**src/rtl/c_seq_gen_control.sv**
```systemverilog
// Length-31 Gold-sequence generator with warm-up/skip control and a valid/get
// word stream; each clock advances both LFSRs by nGenBit bits when enabled.
//
// state  | meaning
// IDLE   | nothing loaded since reset, outputs quiet
// WARMUP | discarding the 1600 warm-up bits, nGenBit per cycle
// SKIP   | discarding threshold words after the warm-up
// READY  | word stream available, one word popped per i_get
module c_seq_gen_control #(
  parameter int nGenBit = 8
) (
  input  logic               clk,
  input  logic               rst,
  input  logic               i_start,
  input  logic               i_get,
  input  logic [30:0]        i_init,
  input  logic [15:0]        i_threshold,
  output logic [nGenBit-1:0] o_gen_bit,
  output logic               o_valid,
  output logic               o_gen_done
);

  localparam int          WARM_CYC  = 1600 / nGenBit;
  localparam logic [15:0] WARM_LAST = 16'(WARM_CYC - 1);

  typedef enum logic [1:0] {
    IDLE   = 2'd0,
    WARMUP = 2'd1,
    SKIP   = 2'd2,
    READY  = 2'd3
  } state_t;

  state_t state, state_nxt;

  logic [30:0] x1_q, x2_q;
  logic [15:0] cnt_q, cnt_nxt;
  logic [15:0] thr_q;
  logic [15:0] get_count_q;
  logic        load, adv, take;

  // Bit i of each vector is x(n+i); bits 31 and up are the next nGenBit terms.
  logic [30+nGenBit:0] x1_ext, x2_ext;

  always_comb begin
    x1_ext        = '0;
    x2_ext        = '0;
    x1_ext[30:0]  = x1_q;
    x2_ext[30:0]  = x2_q;
    for (int i = 0; i < nGenBit; i++) begin
      x1_ext[i+31] = x1_ext[i+3] ^ x1_ext[i];
      x2_ext[i+31] = x2_ext[i+3] ^ x2_ext[i+2] ^ x2_ext[i+1] ^ x2_ext[i];
    end
  end

  // Next-state, down-counter and advance enables; i_start overrides all states.
  always_comb begin
    state_nxt = state;
    cnt_nxt   = cnt_q;
    load      = 1'b0;
    adv       = 1'b0;
    take      = 1'b0;
    if (i_start) begin
      load      = 1'b1;
      state_nxt = WARMUP;
      cnt_nxt   = WARM_LAST;
    end else begin
      case (state)
        IDLE: begin
        end
        WARMUP: begin
          adv = 1'b1;
          if (cnt_q == 16'd0) begin
            if (thr_q == 16'd0) begin
              state_nxt = READY;
            end else begin
              state_nxt = SKIP;
              cnt_nxt   = thr_q - 16'd1;
            end
          end else begin
            cnt_nxt = cnt_q - 16'd1;
          end
        end
        SKIP: begin
          adv = 1'b1;
          if (cnt_q == 16'd0) begin
            state_nxt = READY;
          end else begin
            cnt_nxt = cnt_q - 16'd1;
          end
        end
        READY: begin
          if (i_get) begin
            adv  = 1'b1;
            take = 1'b1;
          end
        end
        default: state_nxt = IDLE;
      endcase
    end
  end

  always_ff @(posedge clk) begin
    if (rst) begin
      state       <= IDLE;
      x1_q        <= '0;
      x2_q        <= '0;
      cnt_q       <= '0;
      thr_q       <= '0;
      get_count_q <= '0;
    end else begin
      state <= state_nxt;
      cnt_q <= cnt_nxt;
      if (load) begin
        x1_q        <= 31'd1;
        x2_q        <= i_init;
        thr_q       <= i_threshold;
        get_count_q <= '0;
      end else begin
        if (adv) begin
          x1_q <= x1_ext[30+nGenBit:nGenBit];
          x2_q <= x2_ext[30+nGenBit:nGenBit];
        end
        if (take) begin
          get_count_q <= get_count_q + 16'd1;
        end
      end
    end
  end

  // Word is forced to zero outside READY so nothing stale is presented.
  assign o_valid    = (state == READY);
  assign o_gen_done = (state == READY);
  assign o_gen_bit  = (state == READY) ? (x1_ext[nGenBit-1:0] ^ x2_ext[nGenBit-1:0])
                                       : '0;

endmodule

```
**config.mk**
```make
export PLATFORM = sky130hd
export DESIGN_NAME = c_seq_gen_control
export DESIGN_NICKNAME = d
export VERILOG_FILES = /design/src/rtl/c_seq_gen_control.sv
export SDC_FILE = /design/constraint.sdc
export NUM_CORES = 1
export LEC_CHECK = 0
export CAP_MARGIN = 20
export CELL_PAD_IN_SITES_DETAIL_PLACEMENT = 2
export CELL_PAD_IN_SITES_GLOBAL_PLACEMENT = 2
export CORE_MARGIN = 2
export CORE_UTILIZATION = 30
export DETAILED_ROUTE_END_ITERATION = 12
export GPL_TIMING_DRIVEN = 1
export PLACE_DENSITY_LB_ADDON = 0.1
export SYNTH_ARGS = -nofsm -noshare
export SYNTH_HDL_FRONTEND = slang
export SYNTH_SLANG_ARGS = --single-unit
```
**constraint.sdc**
```tcl
create_clock -name clk -period 4.2 [get_ports clk]
set_input_delay 0.63 -clock clk [delete_from_list [all_inputs] [get_ports clk]]
set_output_delay 0.63 -clock clk [all_outputs]
set_load 0.02 [all_outputs]
```
==> reports/qor.yml <==
yosys:
  yosysWarnings: 0
  async_flop_share: 0
  synth-seq-area-share: 0.400
  avgSynthCellArea_sq_um: 7.76
  synth.distinct_cells: 48
  synth_edf_count: 0
  synth_top_cell_by_area: "dfxtp_1"
  netlist_instances: 620
  ys.flop_type: "dfxtp_1"
  synthesis.area_sq_um: 4810
  synth_nets: 678
  ys_seq_elements: 96
  netlist_top_cells_area: "dfxtp_1 (40%), a21oi_1 (10%), nand2_1 (8.3%)"
  synth.top_cell.area_share: 0.400
detailed_routing:
  dr.pass1.iters: 4
  drt-total-wl_mm: 15.6
  drc: 0
  drt-vias-per-instance: 5.05
  wire_per_inst_microns: 17.9
  drt_iter0_markers: 172
  num_vias: 4404
  ant_nets: 0
worst_setup_path:
  reg2reg_depth: 8
  startpoint: "thr_q[0]$_SDFFE_PP0P_"
  path_max_fanout: 13
  crit_chain: "inv_1 -> ha_1 -> or4b_4 -> nor4b_2 -> a31oi_1 -> o21ai_2 -> o311ai_0 -> o31ai_1"
  slowest_delay_ns: 0.59
  ff2ff_setup_slack_ns: 1.22
  crit_buf_inv: 1
  critical_path_class: "reg2reg"
  crit_arrival_ns: 3.24
  endpoint: "cnt_q[9]$_SDFFE_PP0P_"
  cp.required_ns: 4.46
  r2r-start: "thr_q[0]$_SDFFE_PP0P_"
  cp_num_cells: 8
  setup.worst_path.end_class: "flop"
  crit_family: "compound AO/OA/AOI/OAI gates"
  start_kind: "flop"
  cpMaxStageDelayCell: "nor4b_2"
  worstReg2RegEnd: "cnt_q[9]$_SDFFE_PP0P_"
clock_tree:
  clk_latency_ns: 0.35
  cts_root_buf: "clkbuf_16"
  postCtsSetupBuffers: 0
  cts_tree: "done"
  cts_resized: 0
  htreeDepth: 3
  cts_sinks: 96
  clk_pin_slew_worst_paths_ns: 0.07
  cts_hold_buf: 0
  cts-buffers-inserted: 9
  clk_path_buf_depth: 2
timing:
  hold_viol_final: 0
  fin_skew_ns: 0.00568
  postLayoutSetupSlackWorst_ns: 1.22
  rsz0062_at_grt: "false"
  fin_crit_ns: 2.98
  drv_slew: 0
  fin_setup_tns_ns: 0
  setup_viol: 0
  period_share: 0.709
  tightest_slew_ns: 1.03
  relSlewSlack: 0.311
  fmax_ghz: 0.336
cells_and_area:
  layout_common_cells: "nand2_1 (106), a21oi_1 (96), dfxtp_1 (96)"
  areaGrowthSynthToFinish_pct: 21.0
  finalInstanceArea_sq_um: 5820
  antenna_cells: 0
  drive_above_1_share: 0.0549
  fillers: 1843
  utilization: 0.369
  seqCellArea_sq_um: 1920
  layout_commonest_cell: "nand2_1"
  nets: 710
  multi_input_area_sq_um: 2690
place:
  dpl_cell_area_sq_um: 5530
  dp_worst_setup_slack_ns: 1.22
  post-dp-hpwl_mm: 11.0
  gp_congestion: 0.794
  port_buffers: 60
die:
  die_area_sq_um: 17100
  die_h_microns: 131
  initial_core_util: 0.305
  ios: 61
  core-area_sq_um: 15800
  die_w_microns: 131
  rows: 46
grt:
  grt_overflow: 0
  grt_antenna_before_repair: 0
  grtUsageMet2: 0.340
  grt_max_degree: 64
  first_global_vias: 4661
  track_usage: 0.193
  globalRouteMet3Util: 0.0252
  met1_usage: 0.240
  grt_pass1_wl_mm: 25.2
  top_usage_layer: "met2"
job:
  drv_cap: 0
power_and_ir_drop:
  ir_drop_uv: 180
  p_per_area_nw_per_um2: 395
  fin_total_pwr_mw: 2.30
  leakage_nw: 2.06
min_path:
  hold_path.class: "reg2reg"
status:
  status: "complete, no violations"
[flip-flops by register name, indices dropped and copies added, names as in the netlist]
register,count
state,2
x1_q,31
x2_q,31
cnt_q,16
thr_q,16
[metal layers]
layer / wire length, microns / part of all wire
met1: 7210 / 0.46
met2: 7780 / 0.50
met3: 340 / 0.022
met4: 297 / 0.019
met5: 0 / 0
[layout make-up]
type                            count  share of cell area
Sequential cell                    96               0.330
Timing Repair Buffer               64               0.107
Tap cell                          216              0.0465
Clock inverter                      5              0.0101
Inverter                            7             0.00452
Clock buffer                       10              0.0394
Multi-Input combinational cell    474               0.462
[synth_stat cells, types with 8 or more instances]
master,n
xnor2_1,28
a21oi_1,96
clkbuf_1,29
nand2_1,106
mux2i_1,19
a211oi_1,14
nor2_1,86
xor2_1,19
dfxtp_1,96
buf_1,10
o21ai_0,13
nor3_1,19
and2_1,8
[report_power, final]
| group | internal (mW) | switching (mW) |
|---|---|---|
| sequential | 0.954 | 0.0450 |
| clock | 0.459 | 0.379 |
| combinational | 0.184 | 0.277 |
| total | 1.60 | 0.700 |
[how the worst min path moves through the flow]
stage                           from                    end  cells after the start
6_report       x1_q[29]$_SDFFE_PP0P_  x1_q[21]$_SDFFE_PP0P_                      2
5_1_grt        x1_q[13]$_SDFFE_PP0P_  x1_q[13]$_SDFFE_PP0P_                      2
4_1_cts        x1_q[29]$_SDFFE_PP0P_  x1_q[21]$_SDFFE_PP0P_                      2
3_5_place_dp   x1_q[18]$_SDFFE_PP0P_  x1_q[10]$_SDFFE_PP0P_                      2
3_3_place_gp   x1_q[14]$_SDFFE_PP0P_   x1_q[6]$_SDFFE_PP0P_                      2
2_1_floorplan  x1_q[19]$_SDFFE_PP0P_  x1_q[11]$_SDFFE_PP0P_                      2
[through the flow]
step / std cells / hold WS, ns
CTS: 872 / 0.464
global route: 872 / 0.482
floorplan: 620 / 0.432
finish: 872 / 0.456
global placement: 857 / 0.438
detailed placement: 857 / 0.448
[kinds of logic (layout without fill, tap and decap cells)]
| kind of cell | Yosys count | in the layout | share of synthesized area |
|---|---|---|---|
| flops | 96 | 96 | 0.400 |
| xor+xnor | 47 | 47 | 0.0856 |
| simple gates | 250 | 250 | 0.233 |
| fa+ha+maj | 7 | 7 | 0.0182 |
| compound gates | 151 | 151 | 0.181 |
| mux | 19 | 19 | 0.0396 |
| buf+inv | 50 | 86 | 0.0424 |
[worst reg2reg max path: cells and delay by family (launching register included)]
kind	cells	cell delay [ns]
adders and majority gates	1	0.22
AOI/OAI and AO/OA	4	1.12
DFF	1	0.35
buffers and inverters	1	0.08
and+or+nand+nor	2	1.11
Note: power is estimated with default switching activity, not from simulation.
